`config.mk`:
```
export PLATFORM = sky130hd
export DESIGN_NAME = load_store_unit
export DESIGN_NICKNAME = d
export VERILOG_FILES = /design/src/rtl/lsu_pkg.sv /design/src/rtl/load_store_unit_align.sv /design/src/rtl/load_store_unit.sv
export SDC_FILE = /design/constraint.sdc
export NUM_CORES = 1
export LEC_CHECK = 0
export ABC_CLOCK_PERIOD_IN_PS = 1900
export BUFFER_PORTS_ARGS = -buffer_cell sky130_fd_sc_hd__buf_2
export CAP_MARGIN = 20
export CELL_PAD_IN_SITES_DETAIL_PLACEMENT = 1
export CELL_PAD_IN_SITES_GLOBAL_PLACEMENT = 1
export CORE_UTILIZATION = 39
export CTS_BUF_LIST = sky130_fd_sc_hd__clkbuf_4 sky130_fd_sc_hd__clkbuf_8
export DETAILED_ROUTE_END_ITERATION = 12
export PLACE_DENSITY_LB_ADDON = 0.1
export SYNTH_ARGS = -nofsm -noshare
export SYNTH_HDL_FRONTEND = slang
export SYNTH_HIERARCHICAL = 1
export SYNTH_SLANG_ARGS = --single-unit
```
`constraint.sdc`:
```
create_clock -name clk -period 1.9 [get_ports clk]
set_clock_uncertainty 0.05 [all_clocks]
set_input_delay 0.19 -clock clk [delete_from_list [all_inputs] [get_ports clk]]
set_output_delay 0.19 -clock clk [all_outputs]
set_load 0.05 [all_outputs]
```
`src/rtl/lsu_pkg.sv`:
```
// Shared constants and types for the load/store unit: opcodes, access-size
// encodings, FSM states and the funct3 legality rule.
package lsu_pkg;

  localparam logic [6:0] OP_LOAD  = 7'b0000011;
  localparam logic [6:0] OP_STORE = 7'b0100011;

  localparam logic [2:0] LB  = 3'b000;
  localparam logic [2:0] LH  = 3'b001;
  localparam logic [2:0] LW  = 3'b010;
  localparam logic [2:0] LBU = 3'b100;
  localparam logic [2:0] LHU = 3'b101;

  localparam logic [2:0] SB  = 3'b000;
  localparam logic [2:0] SH  = 3'b001;
  localparam logic [2:0] SW  = 3'b010;

  typedef enum logic [1:0] {IDLE, REQ, WAIT, DONE} state_t;

  function automatic logic f3_legal(input logic is_store, input logic [2:0] f3);
    logic ok;
    if (is_store) ok = (f3 == SB) || (f3 == SH) || (f3 == SW);
    else          ok = (f3 == LB) || (f3 == LH) || (f3 == LW) || (f3 == LBU) || (f3 == LHU);
    return ok;
  endfunction

endpackage

```
`src/rtl/load_store_unit_align.sv`:
```
// Byte-lane steering for the LSU: store byte enables and replicated write data,
// and right-shifted, sign/zero-extended load data.
module lsu_align (
  input  logic [2:0]  funct3,
  input  logic [1:0]  addr_lo,
  input  logic [31:0] store_data,
  input  logic [31:0] load_word,
  output logic [3:0]  be,
  output logic [31:0] wdata,
  output logic [31:0] load_data
);
  import lsu_pkg::*;

  logic [31:0] shifted;

  always_comb begin
    be        = '0;
    wdata     = '0;
    load_data = '0;
    shifted   = load_word >> {addr_lo, 3'b000};

    case (funct3[1:0])
      2'b00: begin
        be    = 4'b0001 << addr_lo;
        wdata = {4{store_data[7:0]}};
      end
      2'b01: begin
        be    = addr_lo[1] ? 4'b1100 : 4'b0011;
        wdata = {2{store_data[15:0]}};
      end
      2'b10: begin
        be    = '1;
        wdata = store_data;
      end
      default: ;
    endcase

    case (funct3)
      LB:      load_data = {{24{shifted[7]}}, shifted[7:0]};
      LH:      load_data = {{16{shifted[15]}}, shifted[15:0]};
      LW:      load_data = shifted;
      LBU:     load_data = {24'b0, shifted[7:0]};
      LHU:     load_data = {16'b0, shifted[15:0]};
      default: ;
    endcase
  end

endmodule

```
`src/rtl/load_store_unit.sv`:
```
// Memory stage: runs a req/gnt/rvalid bus transaction for loads and stores and
// stalls the core until it completes. LSU_MISALIGN_TRAP_EN selects trap vs. force-align.
module load_store_unit #(
  parameter int unsigned TIMEOUT = 255
) (
  input  logic        clk,
  input  logic        rst_n,
  input  logic        valid_in,
  input  logic [6:0]  opcode_reg,
  input  logic [2:0]  funct3,
  input  logic [31:0] ALUResult,
  input  logic [31:0] store_data,
  output logic        stall,
  output logic        done,
  output logic [31:0] rd_data,
  output logic        bus_err,
  output logic        misalign,
  output logic        mem_req,
  output logic        mem_we,
  output logic [31:0] mem_addr,
  output logic [3:0]  mem_be,
  output logic [31:0] mem_wdata,
  input  logic        mem_gnt,
  input  logic        mem_rvalid,
  input  logic [31:0] mem_rdata
);
  import lsu_pkg::*;

  localparam logic [7:0] TO_LAST = 8'(TIMEOUT - 1);

  state_t      state_q, state_d;
  logic [31:0] addr_q, addr_d;
  logic [2:0]  funct3_q, funct3_d;
  logic [31:0] data_q, data_d;
  logic        we_q, we_d;
  logic [7:0]  cnt_q, cnt_d;
  logic [31:0] rd_data_q, rd_data_d;
  logic        bus_err_q, bus_err_d;
  logic        misalign_q, misalign_d;

  logic        mem_op;
  logic        is_store;
  logic [31:0] addr_in;
  logic [3:0]  lane_be;
  logic [31:0] lane_wdata;
  logic [31:0] ld_data;

  assign is_store = (opcode_reg == OP_STORE);
  assign mem_op   = valid_in && ((opcode_reg == OP_LOAD) || is_store);

`ifdef LSU_MISALIGN_TRAP_EN
  logic misal_in;
  assign misal_in = ((funct3[1:0] == 2'b01) && ALUResult[0]) ||
                    ((funct3[1:0] == 2'b10) && (ALUResult[1:0] != 2'b00));
  assign addr_in  = ALUResult;
`else
  // Misaligned accesses are silently rounded down to the access size.
  always_comb begin
    addr_in = ALUResult;
    if (funct3[1:0] == 2'b01)      addr_in[0]   = 1'b0;
    else if (funct3[1:0] == 2'b10) addr_in[1:0] = 2'b00;
  end
`endif

  lsu_align u_align (
    .funct3     (funct3_q),
    .addr_lo    (addr_q[1:0]),
    .store_data (data_q),
    .load_word  (mem_rdata),
    .be         (lane_be),
    .wdata      (lane_wdata),
    .load_data  (ld_data)
  );

  always_comb begin
    state_d    = state_q;
    addr_d     = addr_q;
    funct3_d   = funct3_q;
    data_d     = data_q;
    we_d       = we_q;
    cnt_d      = cnt_q;
    rd_data_d  = rd_data_q;
    bus_err_d  = bus_err_q;
    misalign_d = misalign_q;

    case (state_q)
      IDLE: begin
        if (mem_op) begin
          addr_d     = addr_in;
          funct3_d   = funct3;
          data_d     = store_data;
          we_d       = is_store;
          cnt_d      = '0;
          rd_data_d  = '0;
          bus_err_d  = 1'b0;
          misalign_d = 1'b0;
          if (!f3_legal(is_store, funct3)) begin
            state_d   = DONE;
            bus_err_d = 1'b1;
          end
`ifdef LSU_MISALIGN_TRAP_EN
          else if (misal_in) begin
            state_d    = DONE;
            misalign_d = 1'b1;
          end
`endif
          else begin
            state_d = REQ;
          end
        end
      end
      REQ: begin
        cnt_d = cnt_q + 8'd1;
        // gnt wins over both a coincident rvalid and the timeout
        if (mem_gnt) begin
          state_d = we_q ? DONE : WAIT;
        end else if (cnt_q >= TO_LAST) begin
          state_d   = DONE;
          bus_err_d = 1'b1;
        end
      end
      WAIT: begin
        cnt_d = cnt_q + 8'd1;
        if (mem_rvalid) begin
          state_d   = DONE;
          rd_data_d = ld_data;
        end else if (cnt_q >= TO_LAST) begin
          state_d   = DONE;
          bus_err_d = 1'b1;
        end
      end
      DONE: begin
        state_d    = IDLE;
        rd_data_d  = '0;
        bus_err_d  = 1'b0;
        misalign_d = 1'b0;
      end
      default: state_d = IDLE;
    endcase
  end

  always_ff @(posedge clk or negedge rst_n) begin
    if (!rst_n) begin
      state_q    <= IDLE;
      addr_q     <= '0;
      funct3_q   <= '0;
      data_q     <= '0;
      we_q       <= 1'b0;
      cnt_q      <= '0;
      rd_data_q  <= '0;
      bus_err_q  <= 1'b0;
      misalign_q <= 1'b0;
    end else begin
      state_q    <= state_d;
      addr_q     <= addr_d;
      funct3_q   <= funct3_d;
      data_q     <= data_d;
      we_q       <= we_d;
      cnt_q      <= cnt_d;
      rd_data_q  <= rd_data_d;
      bus_err_q  <= bus_err_d;
      misalign_q <= misalign_d;
    end
  end

  assign stall     = mem_op && (state_q != DONE);
  assign done      = (state_q == DONE);
  assign rd_data   = rd_data_q;
  assign bus_err   = bus_err_q;
  assign misalign  = misalign_q;
  assign mem_req   = (state_q == REQ);
  assign mem_we    = (state_q == REQ) && we_q;
  assign mem_addr  = {addr_q[31:2], 2'b00};
  assign mem_be    = (state_q == REQ) ? lane_be : 4'b0000;
  assign mem_wdata = lane_wdata;

endmodule

```
==> results of run 1 <==
-- layout make-up --
type                       count  area [µm²]  area share, %
clock inverter                 5       35.03         0.3826
sequential                   111        2780          30.36
multi-input combinational    437        3503          38.26
tap                          216       270.3          2.951
clock buffer                  10       137.6          1.503
timing repair buffer         323        2399          26.19
antenna                        1       2.502        0.02733
inverter                       8       30.03         0.3279
-- through the flow --
| stage | TNS [ns] | hold WS, ns | area [µm²] |
|---|---|---|---|
| 2_1_floorplan | -0.3073 | -0.1556 | 6504 |
| 3_3_place_gp | 0 | 0.1268 | 7664 |
| 3_5_place_dp | 0 | 0.1340 | 7664 |
| 4_1_cts | -0.5789 | 0.01519 | 8845 |
| 5_1_grt | -1.890 | 0.02652 | 9158 |
| 6_report | -0.1968 | 0.03762 | 9158 |
-- kinds of logic (layout without fill, tap and decap cells) --
logic type	after synthesis	after routing	share of synthesized area [%]
XOR/XNOR	1	1	0.1357
adder cells (fa/ha/maj)	7	7	1.357
flip-flops	111	111	43.02
multiplexers	82	82	17.52
AND/OR/NAND/NOR	186	186	14.77
other	1	4	0.05808
buffers and inverters	90	346	8.217
AO/OA/AOI/OAI	158	158	14.92
-- report_power, final --
group | internal, mW | switching, mW | total (mW)
logic | 2.17 | 4.16 | 6.32
registers | 2.91 | 0.452 | 3.36
clock network | 0.508 | 0.865 | 1.37
-- metal layers --
| metal | part of all wire (%) | wire length [µm] |
|---|---|---|
| met1 | 43 | 9366 |
| met3 | 4.2 | 917 |
| met5 | 0 | 0 |
| met2 | 51 | 11220 |
| met4 | 2.1 | 453 |
-- cells in the mapped netlist (all sizes together), types with 12 or more instances --
master	n	area, µm²
dfrtp	111	2778
nand2	80	300.3
o21ai	79	395.4
mux2	65	960.9
buf	58	409.1
nand4	34	227.7
a21oi	24	120.1
clkbuf	24	91.33
nor2b	22	137.6
a211oi	17	127.6
mux2i	17	170.2
and2	13	81.33
nor2	12	47.55
-- sequential cells by signal, summed over array words and instances, names as in the netlist --
| name | count |
|---|---|
| cnt_q | 8 |
| funct3_q | 3 |
| we_q | 1 |
| rd_data | 32 |
| bus_err | 1 |
| addr_q | 32 |
| state_q | 2 |
| data_q | 32 |
-- worst paths after layout --
kind / start / to / slack, ns / depth (start not counted)
setup reg to reg: addr_q[1] / rd_data[9] / 0.04 / 6
max in group asynchronous: rst_n / addr_q[29] / 0.85 / 3
hold reg to reg: rd_data[20] / rd_data[20] / 0.46 / 2
min in group asynchronous: rst_n / rd_data[24] / 0.25 / 2
hold / removal: funct3[2] / funct3_q[2] / 0.04 / 2
setup / recovery: funct3_q[1] / mem_wdata[15] / -0.04 / 6
-- what timing repair did --
| item | in CTS | in global routing |
|---|---|---|
| gates cloned | 0 | 1 |
| hold buffers | 65 | 0 |
| buffers inserted | 7 | 5 |
| endpoints found under the hold margin | 95 | 0 |
| pin swaps | 3 | 4 |
| setup endpoints to repair | 38 | 77 |
| gates resized for setup | 91 | 53 |
-- critical path, stage by stage, from the launching register on --
cell and delay [ns]:
dfrtp_2 0.46, buf_6 0.16, nor2b_4 0.14, buf_12 0.19, nand2_2 0.10, o21ai_2 0.09
buf_6 0.18
==> results.md, run 1 <==
- Clock Path Buffers: 2
- Post-route ant nets: 0
- Number of remaining DRC errors: 0
- Share of post-route cells with drive strength above 1: 44.30%
- Commonest non-fill, non-tap cell in the layout: buf_2
- Finished Core Util: 57.23%
- Final Power: 11.05 mW
- Synth warnings: 6
- Failing checks: setup timing
- Yosys reg bits: 111
- Worst EP required: 1.66 ns
- First-pass DRT Iterations: 4
- Pwr per Cell Area: 1207 nW/µm²
- Die X: 130.7 µm
- Pin count of the biggest net entering global routing: 39
- Area Overhead vs Synth: 41.84%
- Worst rel slew slack: 52.74%
- Post-synth cell types: 50
- H-tree levels: 3
- Post-DP HPWL: 14,400 µm
- Global-route met3 utilization: 4.479%
- Worst-Margin Slew: 0.7075 ns
- Maxcap violations: 0
- Min-delay worst type: primary input to register
- Filler Cells Inserted: 1,805
- GR Util met2: 44.88%
- Via/cell ratio: 5.212
- Total CTS buffers: 9
- Nets: 1,008
- Port-buffer cells: 213
- Data arrival, critical path: 1.70 ns
- GRT Total Usage: 25.24%
- Startpoint types: register
- Vias: 5,790
- Period utilization: 102.4%
- Final WL: 21,960 µm
- Mapped Cells: 636
- RSZ-0062 raised after global routing: true
- Placement Setup Slack: 0.03044 ns
- CP Class: register to primary output
- Number of global-route vias before repair: 6,252
- Post-route insts no fill: 1,111
- Leak: 4.793 nW
- Initial antenna violation count: 1
- Routing usage on met1: 30.53%
- Avg Inst Size Synth: 10.15 µm²
- Asr flop ratio synth: 100.0%
- Most used DFF post-synth: dfrtp_1
- Routed WL per cell: 19.76 µm
- Final worst-path setup slack: -0.04466 ns
- Max FO, Critical Path: 8
- # IOs: 217
- CTS Root Cell: clkbuf_8
- Die Height: 130.7 µm
- Register area share after synthesis: 43.02%
- Routability cong.: 0.8096
- Site row count: 46
- Grt peak-use layer: met2
- Final setup vio count: 10
- IR Drop Worst-Case VDD: 0.5410 mV
- Final hold vios: 0
- Nature of the critical path endpoint: primary output
- Fin crit period: 1.945 ns
- Iter 0 DRT Violations: 183
- Max Transition Viols Final: 0
- Placed cell count: 1,019
- Die area: 17,070 µm²
- Most frequent cells in the layout: buf_2, dfrtp_1, nand2_1
- Initial core utilization: 40.35%
- CTS tree: yes
- First-pass GRT wire length: 32,950 µm
- Post-Syn Area: 6456 µm²
- Clock Latency Late Sink: 0.39 ns
- Status: finished with violations
- Clk pin slew, worst setup/hold paths: 0.10 ns
- Clock sink count: 111
- Remaining Overflow, GRT: 0
- EDFF count, synth: 0
- Max Clock Freq: 514.2 MHz
- Core area: 16,000 µm²
(Power assumes the default switching activity.)
==> inputs of run 2 (changes only) <==
--- a/config.mk
+++ b/config.mk
@@ -15,4 +15,5 @@
 export DETAILED_ROUTE_END_ITERATION = 12
 export PLACE_DENSITY_LB_ADDON = 0.1
+export SLEW_MARGIN = 25
 export SYNTH_ARGS = -nofsm -noshare
 export SYNTH_HDL_FRONTEND = slang
==> constraint.sdc (replaced) <==
create_clock -name clk -period 1.9 [get_ports clk]
set_clock_uncertainty 0.05 [all_clocks]
set_input_delay 0.475 -clock clk [delete_from_list [all_inputs] [get_ports clk]]
set_output_delay 0.475 -clock clk [all_outputs]
set_load 0.05 [all_outputs]
==> run 2 against run 1 <==
The run still ends with setup timing left. Register-to-register slack worse by 0.10 ns. Die area stayed put. Total power is 8.3% higher. Critical path depth is 1 lower. Cell area is 0.66% lower. Critical endpoint is now mem_wdata[16]. Highest routed layer unchanged.
==> results.md, run 2 (synthesized netlist as in run 1, its figures left out) <==
- Status: finished with violations
- Failing checks: setup timing
- Number of global-route vias before repair: 6,108
- Nature of the critical path endpoint: primary output
- Final hold vios: 0
- Worst Path Buf+Inv: 3
- Most frequent cells in the layout: buf_2, dfrtp_1, nand2_1
- Routed WL per cell: 19.47 µm
- CTS tree: yes
- Placed cell count: 1,035
- Remaining Overflow, GRT: 0
- Initial core utilization: 40.35%
- Data arrival, critical path: 1.69 ns
- Clock Path Buffers: 2
- GRT Total Usage: 24.03%
- Pin count of the biggest net entering global routing: 112
- Clock sink count: 111
- CP top delay family: flip-flops
- # IOs: 217
- Max Clock Freq: 450.5 MHz
- Routability cong.: 0.8074
- H-tree levels: 3
- Setup_tns: -10.91 ns
- Post-DP HPWL: 14,060 µm
- First-pass GRT wire length: 31,550 µm
- Vias: 5,719
- CP Cell Sequence: buf_8 > nor2b_4 > buf_6 > a21o_1 > buf_6
- Clock Latency Late Sink: 0.39 ns
- IR Drop Worst-Case VDD: 0.5215 mV
- Initial antenna violation count: 1
- Max Transition Viols Final: 0
- Site row count: 46
- Die Height: 130.7 µm
- Post-route ant nets: 0
- Maxcap violations: 0
- Max FO, Critical Path: 6
- Min-delay worst type: primary input to asynchronous set/reset pin
- Clk pin slew, worst setup/hold paths: 0.11 ns
- Finished Core Util: 56.86%
- Fin crit period: 2.220 ns
- Pwr per Cell Area: 1315 nW/µm²
- Period utilization: 116.8%
- Startpoint types: register
- Final WL: 21,000 µm
- Area Overhead vs Synth: 40.91%
- Commonest non-fill, non-tap cell in the layout: buf_2
- CTS Root Cell: clkbuf_8
- Via/cell ratio: 5.300
- Share of post-route cells with drive strength above 1: 53.83%
- Filler Cells Inserted: 1,798
- Die area: 17,070 µm²
- Worst-Margin Slew: 0.6811 ns
- Number of remaining DRC errors: 0
- Leak: 4.734 nW
- Worst EP required: 1.37 ns
- CP max-delay cell: dfrtp_2
- Port-buffer cells: 213
- Iter 0 DRT Violations: 153
- Post-route insts no fill: 1,079
- First-pass DRT Iterations: 4
- Final worst-path setup slack: -0.3198 ns
- Critical Path Max Stage Delay: 0.54 ns
- Placement Setup Slack: -0.1050 ns
- Total CTS buffers: 9
- Core area: 16,000 µm²
- CP most frequent cell: buf_6
- Die X: 130.7 µm
- Worst rel slew slack: 54.59%
- Final setup vio count: 48
- RSZ-0062 raised after global routing: true
- CP Class: register to primary output
- Nets: 975
run 2: final timing paths:
path	start	end	slack (ns)	cells past startpoint
worst min-delay path	rst_n	rd_data[24]	0.06	2
max in group asynchronous	rst_n	rd_data[18]	1.18	2
worst max-delay path	funct3_q[1]	mem_wdata[16]	-0.32	5
min in group clk	ALUResult[31]	addr_q[31]	0.26	2
worst min register to register	rd_data[4]	rd_data[4]	0.44	2
worst max register to register	funct3_q[1]	rd_data[8]	-0.06	11
run 2: per-stage QoR:
| stage | instance area, µm² | hold WS (ns) | power [mW] |
|---|---|---|---|
| floorplan | 6584 | 0.1294 | 7.438 |
| global placement | 7890 | 0.4258 | 8.879 |
| detailed placement | 7898 | 0.4393 | 9.063 |
| CTS | 8701 | 0.1330 | 11.49 |
| global route | 9097 | 0.1512 | 12.62 |
| finish | 9097 | 0.06008 | 11.97 |
run 2: per-layer routing:
| metal | part of all wire (%) | vias up | GRT usage, % |
|---|---|---|---|
| li1 | - | 2670 | - |
| met1 | 41 | 2859 | 29.09 |
| met2 | 52 | 174 | 42.86 |
| met3 | 5.3 | 16 | 4.601 |
| met4 | 1.3 | 0 | 7.640 |
| met5 | 0 | - | 0 |
run 2: power by group:
group | switching [mW] | internal [mW]
Combinational | 4.42 | 2.64
Sequential | 0.436 | 2.91
Clock | 0.861 | 0.704
Total | 5.71 | 6.25
run 2: repair_timing:
item / CTS / global route
gates resized for setup: 133 / 95
pin swaps: 5 / 35
hold buffers: 0 / 0
gates cloned: 1 / 2
setup endpoints to repair: 68 / 131
buffers inserted: 20 / 8
run 2: cell type report:
cell class | count | area (µm²) | share of cell area (%)
Antenna cell | 1 | 2.502 | 0.02751
Multi-Input combinational cell | 438 | 3610 | 39.68
Inverter | 8 | 33.78 | 0.3713
Timing Repair Buffer | 289 | 2187 | 24.04
Sequential cell | 111 | 2783 | 30.59
Tap cell | 216 | 270.3 | 2.971
Clock buffer | 12 | 158.9 | 1.747
Clock inverter | 4 | 52.55 | 0.5776
